`config.mk`:
```
export PLATFORM = sky130hd
export DESIGN_NAME = reorder_buffer_flat
export DESIGN_NICKNAME = d
export VERILOG_FILES = /design/src/rtl/reorder_buffer_if.sv /design/src/rtl/reorder_buffer.sv /design/src/flat_wrapper.sv
export SDC_FILE = /design/constraint.sdc
export NUM_CORES = 1
export LEC_CHECK = 0
export ABC_AREA = 1
export CAP_MARGIN = 25
export CELL_PAD_IN_SITES_DETAIL_PLACEMENT = 0
export CELL_PAD_IN_SITES_GLOBAL_PLACEMENT = 1
export CORE_MARGIN = 2
export CORE_UTILIZATION = 47
export DETAILED_ROUTE_END_ITERATION = 12
export PLACE_DENSITY_LB_ADDON = 0.1
export SYNTH_ARGS = -nofsm -noshare
export SYNTH_HDL_FRONTEND = slang
export SYNTH_SLANG_ARGS = --single-unit
```
`constraint.sdc`:
```
create_clock -name clk_in -period 35.6 [get_ports clk_in]
set_input_delay 8.9 -clock clk_in [delete_from_list [all_inputs] [get_ports clk_in]]
set_output_delay 8.9 -clock clk_in [all_outputs]
set_load 0.03 [all_outputs]
```
`src/rtl/reorder_buffer_if.sv`:
```
// Decoder / CDB / register-file bundle of the reorder buffer.
// master = surrounding pipeline, slave = reorder buffer.
interface reorder_buffer_if #(
  parameter int ROB_BIT = 3
);
  // Issue handshake: a transfer happens on the edge where issue_valid && issue_ready.
  // issue_ready never depends on issue_valid.
  logic               issue_valid;
  logic [1:0]         issue_type;
  logic [4:0]         issue_rd;
  logic               issue_ready;
  logic [ROB_BIT-1:0] issue_entry;

  logic               rob_issue_reg;
  logic [4:0]         issue_reg_id;
  logic [ROB_BIT-1:0] issue_rob_entry;

  logic               wb_valid;
  logic [ROB_BIT-1:0] wb_entry;
  logic [31:0]        wb_value;
  logic               wb_mispredict;
  logic [31:0]        wb_target;

  logic [ROB_BIT-1:0] get_rob_entry1;
  logic [ROB_BIT-1:0] get_rob_entry2;
  logic               ready1;
  logic               ready2;
  logic [31:0]        value1;
  logic [31:0]        value2;

  logic               rob_commit_reg;
  logic [4:0]         commit_reg_id;
  logic [31:0]        commit_reg_data;
  logic [ROB_BIT-1:0] commit_rob_entry;
  logic               commit_store;
  logic               rob_clear_up;
  logic [31:0]        clear_pc;
  logic [ROB_BIT-1:0] head_entry;

  modport master (
    output issue_valid, issue_type, issue_rd,
    output wb_valid, wb_entry, wb_value, wb_mispredict, wb_target,
    output get_rob_entry1, get_rob_entry2,
    input  issue_ready, issue_entry,
    input  rob_issue_reg, issue_reg_id, issue_rob_entry,
    input  ready1, ready2, value1, value2,
    input  rob_commit_reg, commit_reg_id, commit_reg_data, commit_rob_entry,
    input  commit_store, rob_clear_up, clear_pc, head_entry
  );

  modport slave (
    input  issue_valid, issue_type, issue_rd,
    input  wb_valid, wb_entry, wb_value, wb_mispredict, wb_target,
    input  get_rob_entry1, get_rob_entry2,
    output issue_ready, issue_entry,
    output rob_issue_reg, issue_reg_id, issue_rob_entry,
    output ready1, ready2, value1, value2,
    output rob_commit_reg, commit_reg_id, commit_reg_data, commit_rob_entry,
    output commit_store, rob_clear_up, clear_pc, head_entry
  );
endinterface

```
`src/rtl/reorder_buffer.sv`:
```
// Circular reorder buffer: in-order allocate, out-of-order writeback, in-order retire.
// Optional macro ROB_WB_BYPASS_EN forwards a same-cycle CDB result into the lookups.
module reorder_buffer #(
  parameter int ROB_BIT = 3
) (
  input  logic             clk_in,
  input  logic             rst_in,
  input  logic             rdy_in,
  reorder_buffer_if.slave  rob
);
  localparam int DEPTH = 1 << ROB_BIT;
  localparam logic [ROB_BIT:0] FULL = (ROB_BIT + 1)'(DEPTH);

  typedef enum logic [1:0] {
    T_REG    = 2'd0,
    T_STORE  = 2'd1,
    T_BRANCH = 2'd2,
    T_OTHER  = 2'd3
  } op_t;

  logic [DEPTH-1:0]   busy;
  logic [DEPTH-1:0]   done;
  logic [DEPTH-1:0]   mis;
  op_t                typ  [DEPTH];
  logic [4:0]         rd   [DEPTH];
  logic [31:0]        val  [DEPTH];
  logic [31:0]        tgt  [DEPTH];
  logic [ROB_BIT-1:0] head;
  logic [ROB_BIT-1:0] tail;
  logic [ROB_BIT:0]   count;

  logic commit_ok;
  logic flush;
  logic issue_ok;
  logic issue_fire;
  logic wb_hit;

  always_comb begin
    commit_ok  = rdy_in && busy[head] && done[head];
    flush      = commit_ok && (typ[head] == T_BRANCH) && mis[head];
    // A full buffer stays closed even if the head retires this cycle.
    issue_ok   = rdy_in && (count != FULL) && !flush;
    issue_fire = issue_ok && rob.issue_valid;
    wb_hit     = rob.wb_valid && busy[rob.wb_entry];
  end

  always_comb begin
    rob.issue_ready     = issue_ok;
    rob.issue_entry     = tail;
    rob.rob_issue_reg   = issue_fire && (rob.issue_type == T_REG) && (rob.issue_rd != 5'd0);
    rob.issue_reg_id    = rob.issue_rd;
    rob.issue_rob_entry = tail;
    rob.head_entry      = head;

    rob.rob_commit_reg   = 1'b0;
    rob.commit_reg_id    = 5'd0;
    rob.commit_reg_data  = 32'd0;
    rob.commit_rob_entry = '0;
    rob.commit_store     = 1'b0;
    rob.rob_clear_up     = flush;
    rob.clear_pc         = flush ? tgt[head] : 32'd0;
    if (commit_ok) begin
      if ((typ[head] == T_REG) && (rd[head] != 5'd0)) begin
        rob.rob_commit_reg   = 1'b1;
        rob.commit_reg_id    = rd[head];
        rob.commit_reg_data  = val[head];
        rob.commit_rob_entry = head;
      end
      rob.commit_store = (typ[head] == T_STORE);
    end
  end

  always_comb begin
    rob.ready1 = busy[rob.get_rob_entry1] && done[rob.get_rob_entry1];
    rob.value1 = val[rob.get_rob_entry1];
    rob.ready2 = busy[rob.get_rob_entry2] && done[rob.get_rob_entry2];
    rob.value2 = val[rob.get_rob_entry2];
`ifdef ROB_WB_BYPASS_EN
    if (rob.wb_valid && (rob.wb_entry == rob.get_rob_entry1) && busy[rob.get_rob_entry1]) begin
      rob.ready1 = 1'b1;
      rob.value1 = rob.wb_value;
    end
    if (rob.wb_valid && (rob.wb_entry == rob.get_rob_entry2) && busy[rob.get_rob_entry2]) begin
      rob.ready2 = 1'b1;
      rob.value2 = rob.wb_value;
    end
`endif
  end

  always_ff @(posedge clk_in or posedge rst_in) begin
    if (rst_in) begin
      busy  <= '0;
      done  <= '0;
      mis   <= '0;
      head  <= '0;
      tail  <= '0;
      count <= '0;
      for (int i = 0; i < DEPTH; i++) begin
        typ[i] <= T_OTHER;
        rd[i]  <= 5'd0;
        val[i] <= 32'd0;
        tgt[i] <= 32'd0;
      end
    end else if (rdy_in) begin
      if (flush) begin
        // Everything younger than the mispredicted branch is discarded.
        busy  <= '0;
        done  <= '0;
        head  <= '0;
        tail  <= '0;
        count <= '0;
      end else begin
        if (wb_hit) begin
          done[rob.wb_entry] <= 1'b1;
          val[rob.wb_entry]  <= rob.wb_value;
          mis[rob.wb_entry]  <= rob.wb_mispredict;
          tgt[rob.wb_entry]  <= rob.wb_target;
        end
        if (commit_ok) begin
          busy[head] <= 1'b0;
          done[head] <= 1'b0;
          head       <= head + 1'b1;
        end
        if (issue_fire) begin
          busy[tail] <= 1'b1;
          done[tail] <= 1'b0;
          mis[tail]  <= 1'b0;
          typ[tail]  <= op_t'(rob.issue_type);
          rd[tail]   <= rob.issue_rd;
          tail       <= tail + 1'b1;
        end
        count <= count + {{ROB_BIT{1'b0}}, issue_fire} - {{ROB_BIT{1'b0}}, commit_ok};
      end
    end
  end
endmodule

```
`src/flat_wrapper.sv`:
```
// flat-port wrapper written by rule: the top's interface ports become plain ports
module reorder_buffer_flat 
#(
  parameter int ROB_BIT = 3
)
  (clk_in, rst_in, rdy_in, rob_issue_valid, rob_issue_type, rob_issue_rd, rob_wb_valid, rob_wb_entry, rob_wb_value, rob_wb_mispredict, rob_wb_target, rob_get_rob_entry1, rob_get_rob_entry2, rob_issue_ready, rob_issue_entry, rob_rob_issue_reg, rob_issue_reg_id, rob_issue_rob_entry, rob_ready1, rob_ready2, rob_value1, rob_value2, rob_rob_commit_reg, rob_commit_reg_id, rob_commit_reg_data, rob_commit_rob_entry, rob_commit_store, rob_rob_clear_up, rob_clear_pc, rob_head_entry);
  reorder_buffer_if #(.ROB_BIT(ROB_BIT)) rob_i ();
  input  logic clk_in;
  input  logic rst_in;
  input  logic rdy_in;
  input wire logic [$bits(rob_i.issue_valid)-1:0] rob_issue_valid;
  input wire logic [$bits(rob_i.issue_type)-1:0] rob_issue_type;
  input wire logic [$bits(rob_i.issue_rd)-1:0] rob_issue_rd;
  input wire logic [$bits(rob_i.wb_valid)-1:0] rob_wb_valid;
  input wire logic [$bits(rob_i.wb_entry)-1:0] rob_wb_entry;
  input wire logic [$bits(rob_i.wb_value)-1:0] rob_wb_value;
  input wire logic [$bits(rob_i.wb_mispredict)-1:0] rob_wb_mispredict;
  input wire logic [$bits(rob_i.wb_target)-1:0] rob_wb_target;
  input wire logic [$bits(rob_i.get_rob_entry1)-1:0] rob_get_rob_entry1;
  input wire logic [$bits(rob_i.get_rob_entry2)-1:0] rob_get_rob_entry2;
  output wire logic [$bits(rob_i.issue_ready)-1:0] rob_issue_ready;
  output wire logic [$bits(rob_i.issue_entry)-1:0] rob_issue_entry;
  output wire logic [$bits(rob_i.rob_issue_reg)-1:0] rob_rob_issue_reg;
  output wire logic [$bits(rob_i.issue_reg_id)-1:0] rob_issue_reg_id;
  output wire logic [$bits(rob_i.issue_rob_entry)-1:0] rob_issue_rob_entry;
  output wire logic [$bits(rob_i.ready1)-1:0] rob_ready1;
  output wire logic [$bits(rob_i.ready2)-1:0] rob_ready2;
  output wire logic [$bits(rob_i.value1)-1:0] rob_value1;
  output wire logic [$bits(rob_i.value2)-1:0] rob_value2;
  output wire logic [$bits(rob_i.rob_commit_reg)-1:0] rob_rob_commit_reg;
  output wire logic [$bits(rob_i.commit_reg_id)-1:0] rob_commit_reg_id;
  output wire logic [$bits(rob_i.commit_reg_data)-1:0] rob_commit_reg_data;
  output wire logic [$bits(rob_i.commit_rob_entry)-1:0] rob_commit_rob_entry;
  output wire logic [$bits(rob_i.commit_store)-1:0] rob_commit_store;
  output wire logic [$bits(rob_i.rob_clear_up)-1:0] rob_rob_clear_up;
  output wire logic [$bits(rob_i.clear_pc)-1:0] rob_clear_pc;
  output wire logic [$bits(rob_i.head_entry)-1:0] rob_head_entry;
  assign rob_i.issue_valid = rob_issue_valid;
  assign rob_i.issue_type = rob_issue_type;
  assign rob_i.issue_rd = rob_issue_rd;
  assign rob_i.wb_valid = rob_wb_valid;
  assign rob_i.wb_entry = rob_wb_entry;
  assign rob_i.wb_value = rob_wb_value;
  assign rob_i.wb_mispredict = rob_wb_mispredict;
  assign rob_i.wb_target = rob_wb_target;
  assign rob_i.get_rob_entry1 = rob_get_rob_entry1;
  assign rob_i.get_rob_entry2 = rob_get_rob_entry2;
  assign rob_issue_ready = rob_i.issue_ready;
  assign rob_issue_entry = rob_i.issue_entry;
  assign rob_rob_issue_reg = rob_i.rob_issue_reg;
  assign rob_issue_reg_id = rob_i.issue_reg_id;
  assign rob_issue_rob_entry = rob_i.issue_rob_entry;
  assign rob_ready1 = rob_i.ready1;
  assign rob_ready2 = rob_i.ready2;
  assign rob_value1 = rob_i.value1;
  assign rob_value2 = rob_i.value2;
  assign rob_rob_commit_reg = rob_i.rob_commit_reg;
  assign rob_commit_reg_id = rob_i.commit_reg_id;
  assign rob_commit_reg_data = rob_i.commit_reg_data;
  assign rob_commit_rob_entry = rob_i.commit_rob_entry;
  assign rob_commit_store = rob_i.commit_store;
  assign rob_rob_clear_up = rob_i.rob_clear_up;
  assign rob_clear_pc = rob_i.clear_pc;
  assign rob_head_entry = rob_i.head_entry;
  reorder_buffer #(.ROB_BIT(ROB_BIT)) u_core (.clk_in(clk_in), .rst_in(rst_in), .rdy_in(rdy_in), .rob(rob_i));
endmodule
```
==> results.txt, run 1 <==
- Status: completed
- After synthesis the cells add up to 0.03098 mm².
* Sinks on the clock net: 602
* Final-layout worst hold slack: 468.2 ps
- Yosys mapped a number of flops with a built-in enable equal to 0.
- Aggregate global routing overflow: 0
* Count of buffers added by post-CTS timing repair for setup: 0
* Worst setup slack before clock tree synthesis: 13960 ps
- Post-DP HPWL: 59.46 mm
- P per Cell Area: 77.06 mW/mm²
- Startpoint of the worst hold path: u_core.typ[9]
- Area taken by flip-flops and latches: 0.01508 mm²
- Hold bufs inserted after CTS: 0
* Delay of the slowest cell on the worst path: 730 ps
- R2R Path End: u_core.val[151]
- Top achievable clock speed: 46.09 MHz
* H-tree level count: 3
* Vias/cell: 5.804
* Routed wire per std cell: 21.62 µm
* Startpoint type of the worst setup path: primary input
- The clock passes through at most 3 buffers.
- The first routing iteration left 3026 violations.
* Routed Antenna Nets: 0
- In the global route stage, met3 resource usage came out at 0.04264.
* Number of global-route vias before repair: 26800
* Count of maximum capacitance violations: 0
- Reported leakage power: 16.07 nW
- Synth top area share: 0.4734
- Global-route wire length before repair: 163.8 mm
* Vias: 28670
- Along the worst path, the maximum fanout reaches 49.
- Root buffer cell: clkbuf_16
* # rows: 94
* Gp weighted congestion: 0.8605
* Final Slew Violations: 0
- Hold Fails Final Rpt: 0
- The first TritonRoute pass finished after 6 iterations.
* Count of port buffers added during placement: 242
- The critical path starts at rdy_in.
- Critical path endpoint category: primary output
- For this run, the leading register cell type out of synthesis is dfrtp_1.
- Counting flops and latches in the post-synthesis netlist gives 602.
- Final standard cell utilization of the core: 0.5463
- Reg2reg path depth: 14
- Worst Max-Slew Pin Slew: 1156 ps
* Area of the die: 0.06798 mm²
- Vertical die dimension: 260.7 µm
* Total chip power: 2.758 mW
- The signal on the critical path passes through clkdlybuf4s50_1, buf_4, nand2_1, nor2_1, nand2_2, nor2_4, nand2_4, buf_4, nand3_1, inv_1, nand2_1, nor2_1, clkdlybuf4s50_1.
- Reg-to-reg critical path startpoint: u_core.rob.head_entry[0]
- Worst hold path stage count: 2
* Total area of multi-input combinational cells: 0.01354 mm²
* Remaining max-slew budget at the tightest pin: 0.2291
* Antenna violations before repair: 2
* TritonCTS clock tree: yes
- GRT busiest layer: met2
- 243 I/O pins were placed.
- In this run the register-to-register setup slack is 30470 ps.
- Proportion of synthesized flip-flops having asynchronous set or reset: 1.000
- Initial core utilization: 0.4729
- Layout cell share with drive strength beyond 1: 0.06626
- The finished layout holds 4939 standard cells, fillers aside.
* Clock-pin slew reported for the worst setup and hold paths after clock tree synthesis: 60 ps
- DRC errors left: 0
* Gr usage total: 0.3126
- Unrepaired setup endpoints after global routing: no
- The area growth from synthesis to layout is 15.53%.
- In this run the mean area of a mapped cell was 7.817 µm².
- Post-synthesis cell type count: 44
- The number of nets handed over by synthesis was 4057.
- 0 antenna diodes ended up in the layout.
- On the final layout, the worst clock skew is 20.27 ps.
* Post-Route WL: 106.8 mm
* # nets final: 4115
- The later pin in the worst-skew pair is clocked with a latency of 620 ps.
- In the synthesized netlist, the number of instances is 3963.
* Sequential fraction of the synthesis area: 0.4870
* Fraction of the cycle the final worst path needs: 0.6094
* Met1 track demand over resource in global routing: 0.4473
- Setup violations remaining at the end of the flow were counted as 0.
- Min-delay worst type: reg -> reg
- In this run the horizontal extent of the chip is 260.7 µm.
- Largest net degree at the start of global routing: 190
- Core box area: 0.06551 mm²
- Required time of the critical path: 26700 ps
* Instance count after placement with tap cells included: 4810
* Num CTS Buffers: 69
- Cell taking the most area after synthesis: dfrtp_1
- The critical path is of the in -> out type.
- After detailed placement, the total cell area comes to 0.03343 mm².
* Destination of the worst hold path: u_core.typ[9]
- In the global route stage, met2 resource usage came out at 0.4962.
* Layout filler cell count: 6222
- Top cells by area, synth: dfrtp_1, nand2_1, o21ai_0
- Post-layout minimum cycle time: 21690 ps
- The slowest stage of the critical path is the buf_4 cell.
- Quantity of gates resized following cts: 0
* Maximum resistive drop on vdd: 0.00004126 V
- Final Cell Area: 0.03579 mm²
- Across all setup checks in the final design, the least slack found is 13910 ps.
* Yosys Warn Count: 0
* Endpoint arrival time on the critical path: 12790 ps
- Adding up every negative setup slack in the final design gives 0 ps.
state kept, by name, summed over array words and instances, names as in the netlist:
name                    flops
u_core.typ                 16
u_core.mis                  8
u_core.val                256
u_core.tgt                256
u_core.rd                  40
u_core.count                4
u_core.rob.head_entry       3
u_core.busy                 8
u_core.done                 8
u_core.rob.issue_entry      3
worst max path at each step:
stage,end,slack (ps),cells past startpoint
after floorplan,u_core.busy[0],9870,1
after global placement,rob_rob_issue_reg,13950,13
after detailed placement,rob_rob_issue_reg,13960,13
after CTS,rob_rob_issue_reg,13950,13
after global routing,rob_rob_issue_reg,13660,13
final,rob_rob_issue_reg,13910,13
critical path, delay by kind of cell:
family                 cells  cell delay [ps]
buffers and inverters      5             2330
AND/OR/NAND/NOR            8             1500
synthesized netlist by cell type (all sizes together), types with 3 or more instances:
| library cell | n |
|---|---|
| nand3 | 58 |
| o21ai | 852 |
| o221ai | 30 |
| nor2 | 279 |
| nand2 | 994 |
| o211ai | 30 |
| clkbuf | 138 |
| o22ai | 139 |
| buf | 165 |
| nor3 | 29 |
| nand4 | 21 |
| xnor2 | 3 |
| nor4 | 23 |
| a31oi | 66 |
| nand3b | 3 |
| a21oi | 212 |
| ha | 7 |
| or2 | 34 |
| dfrtp | 586 |
| inv | 243 |
| o2111ai | 16 |
| clkinv | 6 |
| dfstp | 16 |
where the power goes:
| group | switching [mW] | internal (mW) |
|---|---|---|
| clock network | 0.294 | 0.428 |
| registers | 0.157 | 0.897 |
| logic | 0.636 | 0.346 |
layout make-up:
cell class / count / area share
clock buffer: 109 / 0.05870
multi-input combinational: 2809 / 0.3785
sequential: 602 / 0.4215
tap: 864 / 0.03021
inverter: 249 / 0.02654
clock inverter: 16 / 0.005034
timing repair buffer: 290 / 0.07957
cell families (layout without fill, tap and decap cells):
| family | after synthesis | in the layout | share of synthesized area |
|---|---|---|---|
| AO/OA/AOI/OAI | 1353 | 1353 | 0.2362 |
| XOR/XNOR | 4 | 4 | 0.001131 |
| adder cells (fa/ha/maj) | 8 | 8 | 0.003474 |
| buffers and inverters | 552 | 664 | 0.07945 |
| flip-flops | 602 | 602 | 0.4870 |
| AND/OR/NAND/NOR | 1444 | 1444 | 0.1928 |
layout by cell type (no fill, tap or decap), types with 21 or more instances in the layout:
cell type	count
a21oi_1	212
o221ai_1	30
o22ai_1	139
o211ai_1	30
o21ai_0	442
nor2_1	269
nor3_1	29
dfrtp_1	586
or2_2	34
nand2_1	987
clkdlybuf4s50_1	236
clkbuf_16	72
clkbuf_1	21
nand3_1	49
a31oi_1	65
buf_4	44
inv_1	233
o21ai_1	410
layer usage:
layer / wire (µm) / up-vias
li1: - / 13520
met1: 47780 / 13940
met2: 49060 / 1067
met3: 7603 / 146
met4: 2326 / 4
met5: 28 / -
Power figures use the tool's default switching activity.
==> run 2, diff against run 1 <==
CORE_UTILIZATION = 40   (was 47)
clock period = 18.7 ns   (was 35.6 ns; I/O delays follow)
==> results.txt, run 2 (synthesis results as in run 1) <==
- The slew at the pin closest to its max-slew limit came to 1103 ps (was 1156 ps).
- The peak fanout along the critical path came to 47 (was 49).
- The clock root buffer is clkbuf_16 (unchanged).
* Number of global-route vias before repair: 27050 (was 26800)
* Largest registers ranked by flip-flop count: u_core.tgt (256), u_core.val (256), u_core.rd (40) (unchanged)
* Hold bufs inserted after CTS: 0 (unchanged)
- Unrepaired setup endpoints after global routing: no (unchanged)
* Final Slew Violations: 0 (unchanged)
- Critical path origin: rdy_in (unchanged)
* Post-Route WL: 112.4 mm (was 106.8 mm)
- Vias: 28350 (was 28670)
* Critical path endpoint category: primary output (unchanged)
- Status: completed (unchanged).
- Post-DP HPWL: 62.68 mm (was 59.46 mm)
- The sink count of the clock tree is 602 (unchanged).
- Quantity of gates resized following cts: 0 (unchanged)
- Num CTS Buffers: 71 (was 69)
- The clock transition at the register clock pins on the worst setup and hold paths after CTS is 60 ps (about the same).
- Count of port buffers added during placement: 242 (unchanged)
- # rows: 102 (was 94)
* Aggregate global routing overflow: 0 (unchanged)
- The maximum count of clock buffers along a single path came to 3 (unchanged).
- Total area of multi-input combinational cells: 0.01355 mm² (was 0.01354 mm²)
- Final setup violating endpoints: 0 (unchanged)
- The hold path startpoint was u_core.typ[10] (was u_core.typ[9]).
- The share of cells above drive strength 1 came to 0.06868 (was 0.06626).
- The number of hold violations in the final report was 0 (unchanged).
* Reg-to-reg critical path startpoint: u_core.rob.head_entry[0] (unchanged)
- Required time of the critical path: 14030 ps (was 26700 ps)
* Clock latency on the worst-skew pair: 630 ps (was 620 ps)
- Layout Skew: 22.53 ps (was 20.27 ps)
- The number of diodes was 0 (unchanged).
* Global-route wire length before repair: 171.3 mm (was 163.8 mm)
* Core box area: 0.07708 mm² (was 0.06551 mm²)
- Gp weighted congestion: 0.8185 (was 0.8605)
- The number of top-level pins came to 243 (unchanged).
- Worst Setup EP: rob_rob_issue_reg (unchanged)
- The count of antenna-violating nets left after detailed routing was 0 (unchanged).
- First-pass iteration count of the detailed router: 5 (was 6)
* Layout filler cell count: 7834 (was 6222)
- The CTS tree is yes (unchanged).
- Vertical die dimension: 282.3 µm (was 260.7 µm)
* Share of power burned in registers: 0.379 (was 0.382)
- The signal arrival time at the worst endpoint is 8350 ps (was 12790 ps).
- The routed wire length per instance came to 21.96 µm (was 21.62 µm).
* Critical Setup Path Class: in -> out (unchanged)
* Min-delay worst type: reg -> reg (unchanged)
* Startpoint type of the worst setup path: primary input (unchanged)
- Leading cell type in the layout, fill and taps excluded: nand2_1 (unchanged)
* Combinational share of power: 0.350 (was 0.356)
* Count of buffers added by post-CTS timing repair for setup: 0 (unchanged)
* Reg2reg path depth: 13 (was 14)
* H-tree level count: 3 (unchanged)
- Total negative slack for setup checks: 0 ps (unchanged)
- Area growth from synthesis to final layout: 16.47% (was 15.53%)
- Post-layout minimum cycle time: 13030 ps
* Gr usage total: 0.2813 (was 0.3126)
* P per Cell Area: 147.4 mW/mm² (was 77.06 mW/mm²)
- The static power due to leakage was 16.10 nW (was 16.07 nW).
* Horizontal die dimension: 282.3 µm (was 260.7 µm)
- Antenna violations before repair: 2 (unchanged)
- Internal power: 3.209 mW (was 1.671 mW)
- The max-slew headroom at the worst pin was 0.2622 (was 0.2291).
- R2R Path End: u_core.mis[1] (was u_core.val[151])
- # nets final: 4115 (unchanged)
- The area occupied by registers is 0.01508 mm² (unchanged).
- Iteration-0 DRC Markers: 2767 (was 3026)
* Initial core utilization: 0.4019 (was 0.4729)
- Derived from the worst setup path, the maximum achievable clock frequency is 76.76 MHz.
* Fraction of the cycle the final worst path needs: 0.6966
- The fraction of power consumed by the clock network was 0.271 (was 0.262).
- Area of the die: 0.07968 mm² (was 0.06798 mm²)
- DRC errors left: 0 (unchanged)
- Total chip power: 5.317 mW (was 2.758 mW)
* Sw frac: 0.3965 (was 0.3942)
- Switching power total: 2.108 mW (was 1.087 mW)
- The total of max-cap violations was 0 (unchanged).
- Top library cells by usage in the layout, fill and taps aside: nand2_1, dfrtp_1, o21ai_0, o21ai_1, nor2_1 (unchanged)
* Maximum resistive drop on vdd: 0.00005796 V (was 0.00004126 V)
* Vias/cell: 5.540 (was 5.804)
- The maximum number of pins on one net before global-route repair came to 152 (was 190).
* Setup slack of the worst register-to-register path: 13310 ps (was 30470 ps)
==> run 2: worst max-delay path: stages <==
cell             delay [ps]
buf_2                   100
buf_4                   260
nand2_1                 130
nor2_1                   60
nand2_2                  80
nor2_4                   70
nand2_4                 360
buf_4                   730
nand3_1                 630
inv_1                   280
nand2_1                 120
nor2_1                  100
clkdlybuf4s50_1         670
==> run 2: stage by stage <==
stage               setup WS, ps    util  std cells  hold WS, ps  area, µm²
floorplan                   5827       -       3963        445.7      30980
CTS                         5665  0.4678       5116        467.3      36060
finish                      5673  0.4680       5117        465.9      36080
global route                5429  0.4680       5117        479.4      36080
global placement            5733  0.4362       4986        456.0      33620
detailed placement          5668  0.4363       4987        457.0      33630
==> run 2: layout make-up <==
type | instances | area share
clock inverter | 24 | 0.009156
sequential | 602 | 0.4181
multi-input combinational | 2809 | 0.3755
clock buffer | 105 | 0.05805
inverter | 249 | 0.02625
timing repair buffer | 288 | 0.07682
tap | 1040 | 0.03607
==> run 2: power groups by stage <==
stage	clock network [mW]	registers, mW	logic (mW)
global placement	0	2.02	1.85
finish	1.44	2.02	1.86
floorplan	0	1.95	1.27
CTS	1.47	2.01	1.86
detailed placement	0	2.02	1.86
global route	1.52	2.07	2.07
==> run 2: per-layer routing <==
metal,up-vias,global-route usage,wire length [µm]
li1,13550,-,-
met1,13650,0.4084,51780
met2,982,0.4443,51320
met3,160,0.03246,6586
met4,4,0.07760,2657
met5,-,0,28
==> run 2: how the worst min path moves through the flow <==
stage / endpoint / cells past startpoint
2_1_floorplan: u_core.tgt[122] / 2
3_3_place_gp: u_core.typ[12] / 2
3_5_place_dp: u_core.typ[10] / 2
4_1_cts: u_core.typ[10] / 2
5_1_grt: u_core.typ[2] / 2
6_report: u_core.typ[10] / 2
